## src/rtl/upower_pkg.sv

```systemverilog
// Shared uPower pipeline definitions: default widths, reset PC and the
// state encoding used by the fetch-stage PC logic.
package upower_pkg;

  localparam int          XLEN_DEF     = 64;
  localparam int          PC_INC_DEF   = 4;
  localparam logic [63:0] RESET_PC_DEF = 64'h0;

  typedef enum logic {
    BOOT,
    RUN
  } pc_state_e;

endpackage

```

## src/rtl/prio_sel.sv

```systemverilog
// Generic priority selector: finds the lowest-index asserted request and
// returns its index and its slice of the packed target bus.
module prio_sel
  import upower_pkg::*;
#(
  parameter int NSRC = 4,
  parameter int XLEN = XLEN_DEF,
  parameter int IW   = (NSRC > 1) ? $clog2(NSRC) : 1
) (
  input  logic [NSRC-1:0]      valid,
  input  logic [NSRC*XLEN-1:0] targets,
  output logic                 any,
  output logic [IW-1:0]        idx,
  output logic [XLEN-1:0]      target
);

  // Walk from the lowest priority upward so index 0 is the last writer.
  always_comb begin
    any    = 1'b0;
    idx    = '0;
    target = '0;
    for (int i = NSRC - 1; i >= 0; i--) begin
      if (valid[i]) begin
        any    = 1'b1;
        idx    = IW'(i);
        target = targets[i*XLEN +: XLEN];
      end
    end
  end

endmodule

```

## src/rtl/pc_next_unit.sv

```systemverilog
// Fetch-stage program counter: prioritised redirects, sequential increment,
// stall hold, and buffering of a redirect that arrives while stalled.
module pc_next_unit
  import upower_pkg::*;
#(
  parameter int              XLEN     = XLEN_DEF,
  parameter int              NSRC     = 4,
  parameter logic [XLEN-1:0] RESET_PC = XLEN'(RESET_PC_DEF),
  parameter int              INC      = PC_INC_DEF,
  localparam int             SW       = (NSRC > 1) ? $clog2(NSRC) : 1
) (
  input  logic                 clk,
  input  logic                 rst_n,
  input  logic                 stall,
  input  logic [NSRC-1:0]      redir_valid,
  input  logic [NSRC*XLEN-1:0] redir_pc,
  output logic [XLEN-1:0]      pc,
  output logic                 pc_valid,
  output logic                 flush,
  output logic [SW-1:0]        flush_src,
  output logic                 pend
);

  pc_state_e       state_q, state_d;
  logic [XLEN-1:0] pend_pc;
  logic [SW-1:0]   pend_src;

  logic            new_any;
  logic [SW-1:0]   new_idx;
  logic [XLEN-1:0] new_pc;

  logic            win_any;
  logic [SW-1:0]   win_idx;
  logic [XLEN-1:0] win_pc;
  logic            hold;

  prio_sel #(
    .NSRC (NSRC),
    .XLEN (XLEN),
    .IW   (SW)
  ) u_prio_sel (
    .valid   (redir_valid),
    .targets (redir_pc),
    .any     (new_any),
    .idx     (new_idx),
    .target  (new_pc)
  );

  always_ff @(posedge clk or negedge rst_n) begin
    if (!rst_n) begin
      state_q <= BOOT;
    end else begin
      state_q <= state_d;
    end
  end

  // A buffered redirect only beats a new one when strictly higher priority;
  // on equal index the fresh target is the more recent and wins.
  always_comb begin
    state_d = state_q;
    case (state_q)
      BOOT:    state_d = RUN;
      RUN:     state_d = RUN;
      default: state_d = BOOT;
    endcase

    win_any = new_any | pend;
    win_idx = new_idx;
    win_pc  = new_pc;
    if (pend && (!new_any || (pend_src < new_idx))) begin
      win_idx = pend_src;
      win_pc  = pend_pc;
    end

    hold = (state_q == BOOT) || stall;
  end

  always_ff @(posedge clk or negedge rst_n) begin
    if (!rst_n) begin
      pc        <= RESET_PC;
      pc_valid  <= 1'b0;
      flush     <= 1'b0;
      flush_src <= '0;
      pend      <= 1'b0;
      pend_pc   <= '0;
      pend_src  <= '0;
    end else begin
      pc_valid <= 1'b1;
      flush    <= 1'b0;
      if (hold) begin
        if (win_any) begin
          pend     <= 1'b1;
          pend_pc  <= win_pc;
          pend_src <= win_idx;
        end
      end else if (win_any) begin
        pc        <= win_pc;
        flush     <= 1'b1;
        flush_src <= win_idx;
        pend      <= 1'b0;
      end else begin
        pc <= pc + XLEN'(INC);
      end
    end
  end

endmodule
```

## config.mk

```make
export PLATFORM = sky130hd
export DESIGN_NAME = pc_next_unit
export DESIGN_NICKNAME = d
export VERILOG_FILES = /design/src/rtl/upower_pkg.sv /design/src/rtl/prio_sel.sv /design/src/rtl/pc_next_unit.sv
export SDC_FILE = /design/constraint.sdc
export NUM_CORES = 1
export LEC_CHECK = 0
export CORE_UTILIZATION = 42
export CTS_BUF_LIST = sky130_fd_sc_hd__clkbuf_8
export DETAILED_ROUTE_END_ITERATION = 12
export HOLD_SLACK_MARGIN = 0.03
export PLACE_DENSITY_LB_ADDON = 0.08
export SKIP_LAST_GASP = 1
export SYNTH_ARGS = -nofsm -noshare
export SYNTH_HDL_FRONTEND = slang
export SYNTH_SLANG_ARGS = --single-unit
export TNS_END_PERCENT = 5
```

## constraint.sdc

```tcl
create_clock -name clk -period 1.92 [get_ports clk]
set_input_delay 0.288 -clock clk [delete_from_list [all_inputs] [get_ports clk]]
set_output_delay 0.288 -clock clk [all_outputs]
set_load 0.02 [all_outputs]
```

Yosys cells after proc, flatten, opt, wreduce, memory -nomap -nowiden

Cells that the tools add are included.
Widths: inputs -> output; s select.

Register bits after elaboration: 135
Input port bits: 263
Output and inout bits: 69

$add $sub $neg: 1
$lt $le $gt $ge: 1
Mux-type cells: 20
Bitwise gates (word level): 3
Reductions and logical operators: 6

Operator list:

| operator              | number |
|---|---|
| $mux 64               | 6 |
| $add 64x3->64 const B | 1 |
| $mux 2                | 5 |
| $mux 1                | 9 |
| $reduce_and 2->1      | 2 |
| $logic_or 1x1->1      | 2 |
| $lt 2x2->1            | 1 |
| $not 1->1             | 2 |
| $logic_and 1x1->1     | 1 |
| $logic_not 1->1       | 1 |
| $or 1x1->1            | 1 |

Longest topological paths before layout

Gate-level depths: netlist of run 1.

Depth after elaboration: 9
Gate-level depth with buffers: 13
Mapped depth without buffers: 9

By module

A second synthesis of run 1 with hierarchy kept.

Cell total of the unflattened synthesis: 993
Area, all modules: 9650.5 um^2

Modules (own cells, without submodules):

| module       | times used | cells each | area an instance (um^2) | seq. area each (um^2) |
|---|---|---|---|---|
| pc_next_unit | 1          | 757        | 7485.9                  | 3378.2 |
| prio_sel     | 1          | 236        | 2164.6                  | 0.0 |

Worst setup path after synthesis of run 1

OpenSTA, ideal clock, no wires.

Kind: input to register
Start point: input port redir_valid[2]
End point: register pc[25]
Data arrival time: 2.310 ns
Required time: 1.787 ns
Slack: -0.523 ns
Stages: 11
Path through: clkbuf_1 > clkbuf_1 > o21ai_0 > ha_1 > o21ai_2 > o21ai_1 > buf_2 > clkbuf_1 > o311ai_0 > o21ai_0 > o21ai_0

Word-level cells in the longest chain between the ends: 8
Elaborated cells on any way between the ends: 16
Classes of those cells: order compare: 1; mux: 11; bitwise: 1; reduce/logical: 3

Ends and longest elaborated chain:

| element                                        | line                | text |
|---|---|---|
| from (decl)                                    | pc_next_unit.sv:15  | `input logic [NSRC-1:0] redir_valid,` |
| $mux 2 or $mux 1 (tied branches) (3 in series) | prio_sel.sv:23      | `if (valid[i]) begin` |
| $lt 2x2->1 or $logic_not 1->1 (tied branches)  | pc_next_unit.sv:70  | `if (pend && (!new_any \|\| (pend_src < new_idx))) begin` |
| $logic_or 1x1->1                               | pc_next_unit.sv:70  |  |
| $logic_and 1x1->1                              | pc_next_unit.sv:70  |  |
| $mux 64                                        | pc_next_unit.sv:70  |  |
| $mux 64 *                                      | pc_next_unit.sv:96  | `end else if (win_any) begin` |
| to (signal assigned)                           | pc_next_unit.sv:97  | `pc <= win_pc;` |
| to (signal assigned)                           | pc_next_unit.sv:102 | `pc <= pc + XLEN'(INC);` |
| to (decl)                                      | pc_next_unit.sv:17  | `output logic [XLEN-1:0] pc,` |

Every way passes the cells marked *; elsewhere a longest branch is shown, timed or not.
A chain may end at the register's enable or synchronous reset.

Worst setup path after layout of run 1

Start point: register pc[29]
End point: output port pc[29]

No word-level cell between the ends.

==> results of run 1 <==
[layout by cell type, fill, tap and decap left out, drive strengths merged, types with 3 or more instances in the layout]
cell type        n
o21ai          142
a22oi           11
nor2b           57
nand2          166
a21oi           44
mux2i           32
a221o           10
dfrtp          135
xnor2           42
a221oi          53
o311ai          49
clkdlybuf4s50  326
or2              3
clkinv           6
nor3            27
nor2            23
nand4           15
nor4            15
clkbuf          17
nand2b           9
and4             4
xor2            11
nand3           27
and3             5
buf            147
o21a             5
clkinvlp         3
inv             22
bufinv           4
[sequential cells by signal (all words and copies together) (netlist names)]
register	count
flush	1
pend	1
flush_src	2
pc	64
pend_pc	64
pc_valid	1
pend_src	2
[cells by family after synthesis]
| kind of cell | synth area share, % |
|---|---|
| XOR/XNOR | 5.34 |
| buffers and inverters | 5.05 |
| flip-flops | 38.9 |
| multiplexers | 3.82 |
| AO/OA/AOI/OAI | 24.5 |
| other | 0.0432 |
| AND/OR/NAND/NOR | 22.0 |
| adder cells (fa/ha/maj) | 0.288 |
[power groups by stage]
stage	sequential, mW	clock [mW]	combinational [mW]
2_1_floorplan	4.93	0	2.05
3_3_place_gp	4.32	0	5.50
3_5_place_dp	4.33	0	5.59
4_1_cts	4.29	2.66	5.67
5_1_grt	4.40	2.79	6.17
6_report	4.30	2.63	5.73
[tightest hold or removal path, stage by stage]
cell and delay [ns]:
sky130_fd_sc_hd__buf_4 0.11, sky130_fd_sc_hd__buf_4 0.17, sky130_fd_sc_hd__o31ai_1 0.10
[what timing repair did]
| item | CTS | global route |
|---|---|---|
| setup buffers | 4 | 7 |
| resized for setup | 12 | 20 |
| endpoints found under the setup margin | 103 | 139 |
| hold endpoints to repair | 69 | 0 |
| hold buffers | 1 | 0 |
| pin swaps | 6 | 12 |
| cloned | 2 | 0 |
[worst max-delay path by stage]
stage	end	slack [ns]	cells past startpoint	from
after floorplan	pc[55]	-0.08	12	redir_valid[1]
after global placement	pc[36]	-0.52	11	redir_valid[3]
after detailed placement	pend_pc[3]	-0.59	8	redir_valid[3]
after CTS	pend_pc[36]	-0.08	11	redir_valid[3]
after global routing	pc[62]	-0.17	8	pc[35]
final	pc[29]	-0.07	3	pc[29]
[metal layers]
| layer | share of wire (%) | up-vias | global-route usage, % |
|---|---|---|---|
| li1 | - | 4560 | - |
| met1 | 44 | 4537 | 37.9 |
| met2 | 49 | 296 | 48.3 |
| met3 | 5.7 | 31 | 5.67 |
| met4 | 1.4 | 0 | 7.79 |
| met5 | 0 | - | 0 |
[area by class of cell]
type	instances	area [sq um]	share of cell area (%)
Clock inverter	15	204	1.46
Timing Repair Buffer	475	4660	33.3
Inverter	20	75.1	0.537
Sequential cell	135	3390	24.3
Tap cell	270	338	2.42
Multi-Input combinational cell	774	5080	36.3
Clock buffer	17	234	1.67
[per-stage QoR]
step           worst slack (ns)  utilization (%)
2_1_floorplan           -0.0826                -
3_3_place_gp             -0.521             65.7
3_5_place_dp             -0.587             65.7
4_1_cts                 -0.0844             68.4
5_1_grt                  -0.166             69.1
6_report                -0.0701             69.1
==> results summary, run 1 <==
The initial standard-cell utilization of the core came out at 42.9%. The number of DRC markers after the initial detailed-route iteration is 573. Sorting the synthesized cells by area gives the leading types as sky130_fd_sc_hd__dfrtp_1, sky130_fd_sc_hd__o21ai_0, sky130_fd_sc_hd__nand2_1. The net count after synthesis came out at 1278. The clock network is responsible for 20.8% of the overall power.

Yosys instantiated no cell more often than sky130_fd_sc_hd__nand2_1. In this run, CTS created clock tree buffers numbering 17. Once layout is complete, the cells apart from fillers number 1706. The share of synthesized flip-flops with an asynchronous set or reset came out at 100%. The via count of the routed design is 9424.

After technology mapping, the gate count stands at 1013. The clock period minus worst slack came out at 1.99 ns. The worst hold path begins at redir_valid[0].

Clock tree synthesis found a total of 135 sinks. The count of cell types in the netlist is 61. The final HPWL from detailed placement is 22800 um. The part of the total power dissipated in sequential elements came out at 34.0%.

The final clock skew is 0.0142 ns. The final number of max-transition violations came out at 0. The proportion of layout cells with a drive suffix above 1 is 16.9%.

The critical path goes through buf_4 > buf_4 > clkdlybuf4s50_1. In this design, the stage delay of the slowest critical-path cell is 0.59 ns. The part of the power in combinational logic is 45.2%. For the pin with the worst max-slew slack, the measured transition is 0.531 ns. The internal power summed over all cells is 8.01 mW.

The number of buffer cells added on primary ports is 331. The relative slew slack is 64.1%. The maximum number of pins on one net before global-route repair came out at 76.

Setup repair after global routing could not meet its margin everywhere. The number of cells on the worst reg-to-reg path came out at 8. In this run the critical register-to-register path is captured at pc[60]. For the worst setup path, the data required time is 1.63 ns. The number of global-route vias before repair was 9251.

The startpoint identified for the worst register-to-register timing path is pc[29]. In the final timing run, aggregate negative setup slack is -0.510 ns. For hold timing, the worst endpoint is pend_src[0]. The overall global routing resource usage is 28.8%.

After layout, the worst path uses 104% of the clock period. The detailed-route wire length is 30400 um. The area added between synthesis and finish came out at 60.8%. Summed over its instances, the top area cell type makes up 38.9% of the synthesized netlist area. The DRC violation count after routing is 0. The number of antenna diodes in the final layout is 0. The most numerous cell type found on the critical path is sky130_fd_sc_hd__buf_4. The post-detailed-route via-to-cell ratio is 5.52. The source-to-sink clock delay at the later pin of the worst-skew pair is 0.46 ns. Across all setup checks in the final design, the least slack found is -0.0701 ns. The sequential-to-total area share from yosys stat came out at 38.9%.

The hold path depth came out at 3. The average footprint of a synthesized cell is 8.58 sq um. The first global-routing pass estimated 48500 um of wire. The leakage power total came out at 5.58 nW.

The clock-pin slew on the worst setup and hold paths came out at 0.09 ns. Global routing finished with a remaining overflow of 0. The kind of end point of the critical path is an output pin. The final setup violation count is 17. After synthesis, the most frequently instantiated cells are sky130_fd_sc_hd__nand2_1, sky130_fd_sc_hd__dfrtp_1, sky130_fd_sc_hd__o21ai_0.

The switching share of power came out at 36.7%. The critical path in this run is classified as register to output pin. The average routed wire per standard cell is 17.8 um.

The buffers plus inverters on the worst setup path is 3. The filler cell count in the final layout came out at 1655. The post-synthesis sequential element count is 135.

The total count of hold-check failures in the final report came out at 0. The floorplan step set the die width to 146 um. sky130_fd_sc_hd__dfrtp_1 takes more of the synthesized area than any other cell. The worst setup path is launched from a register. The total power draw came out at 12.7 mW.

The net switching power of the design is 4.64 mW. TritonCTS built the clock tree. The arrival time reported for the critical path endpoint came out at 1.70 ns. The number of antenna-violating nets in the routed design came out at 0. The kind of cell with the highest combined delay on the critical path is buffers and inverters. The number of core rows came out at 52. The final layout net count came out at 1688. The highest ir drop seen on vdd is 618 uV. The number of placed instances with taps included came out at 1660. Summing all placed instances gives a cell area of 13300 sq um.

The y dimension of the die is 146 um. The total standard cell area after synthesis is 8690 sq um. The area enclosed by the die boundary is 21300 sq um. No sink is reached through more buffers than the 2 on the longest clock path. The final reports fail on setup timing. The slack of the worst reg-to-reg path came out at -0.04 ns. Hold timing on the final database bottoms out at a slack of 0.262 ns. The fmax is 0.502 GHz. The type of the tightest min-delay check is input pin to register. In this run the worst path has a maximum fanout of 2. The area inside the core boundary is 20200 sq um. The number of levels in the clock H-tree came out at 4. The slowest stage cell on the critical path is sky130_fd_sc_hd__clkdlybuf4s50_1.

The dominant synthesized flop cell is sky130_fd_sc_hd__dfrtp_1. Across the run, the number of max-cap violations was 0. The count of pins on the block boundary came out at 332. Before antenna repair, the detailed router went through 5 iterations.

The number of synthesized flops with an enable pin is 0. The master cell of the clock root buffer is sky130_fd_sc_hd__clkbuf_8. The count of warnings emitted by yosys is 0.

The initial antenna violation count is 0. The flow ran to the end, but the final reports show violations. The global placer's final weighted congestion came out at 0.894. The areal power density over the cells came out at 906 nW/um^2. The final instance area is 14000 sq um.
No activity file was read; power rests on OpenSTA's default activity.
==> run 2: changes to the inputs <==
CORE_UTILIZATION = 41   (was 42)
CTS_BUF_LIST = not set   (was sky130_fd_sc_hd__clkbuf_8)
SETUP_SLACK_MARGIN = 0.3   (was not set)
SLEW_MARGIN = 20   (was not set)
==> results summary, run 2 (synthesis gave the netlist of run 1 again) <==
Status: complete, but fails checks (unchanged). Violations in the final reports: setup timing (unchanged). The final setup violation count is 19 (was 17).

The final HPWL from detailed placement came out at 23200 um (was 22800 um). The areal power density over the cells came out at 925 nW/um^2 (was 906 nW/um^2). The floorplan die width came out at 148 um (was 146 um). The critical register-to-register path startpoint was pend_src[1] (was pc[29]). The first-pass GRT wire length was 49800 um (was 48500 um). The clock-pin slew on the worst setup and hold paths came out at 0.06 ns (was 0.09 ns). The detailed-route wire length is 31600 um (was 30400 um). The switching share of power came out at 36.7% (about the same). The portion of the clock cycle consumed by the worst path in the final layout came to 102% (was 104%). The count of max-cap constraint violations came out at 0 (unchanged). The post-detailed-route via-to-cell ratio came out at 5.48 (was 5.52).

The highest ir drop seen on vdd is 713 uV (was 618 uV). Registers with the highest flip-flop counts: pc x64, pend_pc x64 (unchanged). The DRC violation count after routing is 0 (unchanged).

The worst-case clock buffer depth is 2 (unchanged). The start point of the worst min-delay path was redir_valid[1] (was redir_valid[0]). The critical path startpoint is pend_src[1] (was pc[29]).

The number of detailed-routing iterations run before antenna repair is 7 (was 5). The kind of start point of the critical path is a register (unchanged). The initial standard-cell utilization of the core came out at 42.4% (was 42.9%).

The initial antenna violation count was 1 (was 0). The area enclosed by the die boundary came out at 21800 sq um (was 21300 sq um). The average routed wire per standard cell is 18.4 um (was 17.8 um).

The number of core rows is 52 (unchanged). The slew at the pin closest to its max-slew limit is 0.526 ns (was 0.531 ns). The number of buffer cells added on primary ports came out at 331 (unchanged). The worst setup margin came to -0.0474 ns (was -0.0701 ns). The final number of max-transition violations is 0 (unchanged).

The TritonCTS clock tree is yes (unchanged). The start-to-end type of the worst setup path is register to register (was register to output pin). The final layout net count is 1701 (was 1688).

The global route total overflow is 0 (unchanged). The kind of end point of the critical path is a register (was output pin). The part of the power in the clock network came out at 22.7% (was 20.8%). The maximum number of pins on one net before global-route repair was 101 (was 76). The TritonCTS sink count is 135 (unchanged). RSZ-0062 raised after global routing: yes (unchanged). The type of the tightest min-delay check is input pin to register (unchanged). The net switching power of the design is 4.86 mW (was 4.64 mW). The source-to-sink clock delay at the later pin of the worst-skew pair came out at 0.43 ns (was 0.46 ns).

The number of antenna-violating nets in the routed design is 0 (unchanged). The area inside the core boundary came out at 20500 sq um (was 20200 sq um). The number of DRC markers after the initial detailed-route iteration came out at 534 (was 573).

The y dimension of the die was 148 um (was 146 um). The global placer's final weighted congestion is 0.863 (was 0.894). The total power draw came out at 13.2 mW (was 12.7 mW). The final clock skew came out at 0.00951 ns (was 0.0142 ns). The via count of the routed design came out at 9422 (was 9424). The total count of hold-check failures in the final report came to 0 (unchanged).

The number of global-route vias before repair came out at 9311 (was 9251). The relative slew slack was 64.4% (was 64.1%). The part of the power in combinational logic is 44.7% (was 45.2%).

The arrival time reported for the critical path endpoint came to 2.27 ns (was 1.70 ns). The proportion of layout cells with a drive suffix above 1 came out at 18.6% (was 16.9%). Top library cells by usage in the layout, fill and taps aside: sky130_fd_sc_hd__clkdlybuf4s50_1, sky130_fd_sc_hd__nand2_1, sky130_fd_sc_hd__buf_4 (was sky130_fd_sc_hd__clkdlybuf4s50_1, sky130_fd_sc_hd__nand2_1, sky130_fd_sc_hd__dfrtp_1). The master cell of the clock root buffer is sky130_fd_sc_hd__clkbuf_16 (was sky130_fd_sc_hd__clkbuf_8). The internal power summed over all cells came out at 8.38 mW (was 8.01 mW). The hold slack came out at 0.313 ns (was 0.262 ns). The number of levels in the clock H-tree is 4 (unchanged). The area added between synthesis and finish was 64.8% (was 60.8%). The leading cell type in the layout, fill and taps excluded is sky130_fd_sc_hd__clkdlybuf4s50_1 (unchanged). The fmax is 0.508 GHz (was 0.502 GHz).

The clock period minus worst slack came out at 1.97 ns (was 1.99 ns). The part of the total power dissipated in sequential elements is 32.6% (was 34.0%). The number of clock buffers inserted by TritonCTS came out at 17 (unchanged). The maximum net fanout on the critical path is 9 (was 2). The overall global routing resource usage is 29.1% (was 28.8%). The leakage power total is 5.81 nW (was 5.58 nW). The endpoint required time on the critical path is 2.22 ns (was 1.63 ns). The count of pins on the block boundary is 332 (unchanged).
run 2: metal layers:
layer | vias up | global-route usage (%) | wire length [um]
met4 | 0 | 8.14 | 554
met2 | 321 | 48.7 | 15500
li1 | 4573 | - | -
met5 | - | 0 | 0
met1 | 4489 | 38.3 | 13700
met3 | 39 | 5.46 | 1880
run 2: final cells by class:
cell class                 count  area, sq um
clock inverter                14          104
multi-input combinational    772         5200
antenna                        1         2.50
timing repair buffer         490         4780
inverter                      20         75.1
clock buffer                  18          439
tap                          270          338
sequential                   135         3390
fill                        1617         6170
run 2: repair_timing:
action,CTS,global route
gates cloned,1,2
hold buffers,1,0
gates resized for setup,48,20
hold endpoints to repair,48,0
endpoints found under the setup margin,202,201
pin swaps,19,10
buffers inserted,13,8
run 2: through the flow:
step	worst slack [ns]	std cells	util, %	TNS (ns)	cell area, sq um
6_report	-0.0474	1720	69.9	-0.298	14300
3_3_place_gp	-0.541	1662	64.8	-61.23	13300
4_1_cts	-0.0189	1709	69.0	-0.109	14100
2_1_floorplan	-0.0826	1013	-	-7.05	8870
5_1_grt	-0.147	1720	69.9	-9.62	14300
3_5_place_dp	-0.562	1662	64.8	-64.26	13300
run 2: power by group through the flow:
stage,Combinational [mW],Sequential (mW),Clock [mW]
floorplan,2.05,4.93,0
finish,5.93,4.32,3.01
global placement,5.55,4.30,0
CTS,5.77,4.30,3.04
global route,6.38,4.42,3.17
detailed placement,5.63,4.31,0
run 2: path summary, 6_finish.rpt:
path	endpoint	slack (ns)	cells after the start
max in group asynchronous	pend_pc[57]	0.89	3
setup reg to reg	pend_pc[0]	-0.05	10
hold / removal	pend_src[1]	0.31	5
setup / recovery	pend_pc[0]	-0.05	10
hold reg to reg	pend_pc[27]	0.47	2
min in group asynchronous	flush_src[0]	0.38	2
run 2: worst max-delay path, cell delays in order (launching register included):
cell	delay, ns
sky130_fd_sc_hd__dfrtp_1	0.40
sky130_fd_sc_hd__ha_4	0.17
sky130_fd_sc_hd__nor3_4	0.04
sky130_fd_sc_hd__o21a_1	0.14
sky130_fd_sc_hd__o21ai_4	0.25
sky130_fd_sc_hd__buf_12	0.18
sky130_fd_sc_hd__buf_6	0.15
sky130_fd_sc_hd__o311ai_0	0.14
sky130_fd_sc_hd__buf_4	0.18
sky130_fd_sc_hd__o21ai_1	0.12
sky130_fd_sc_hd__o21ai_1	0.08
==> run 3: changes to the inputs <==
SLEW_MARGIN = not set   (was 20)
==> results of run 3 <==
No change in the layout: final DEF, timing and power equal those of run 2.
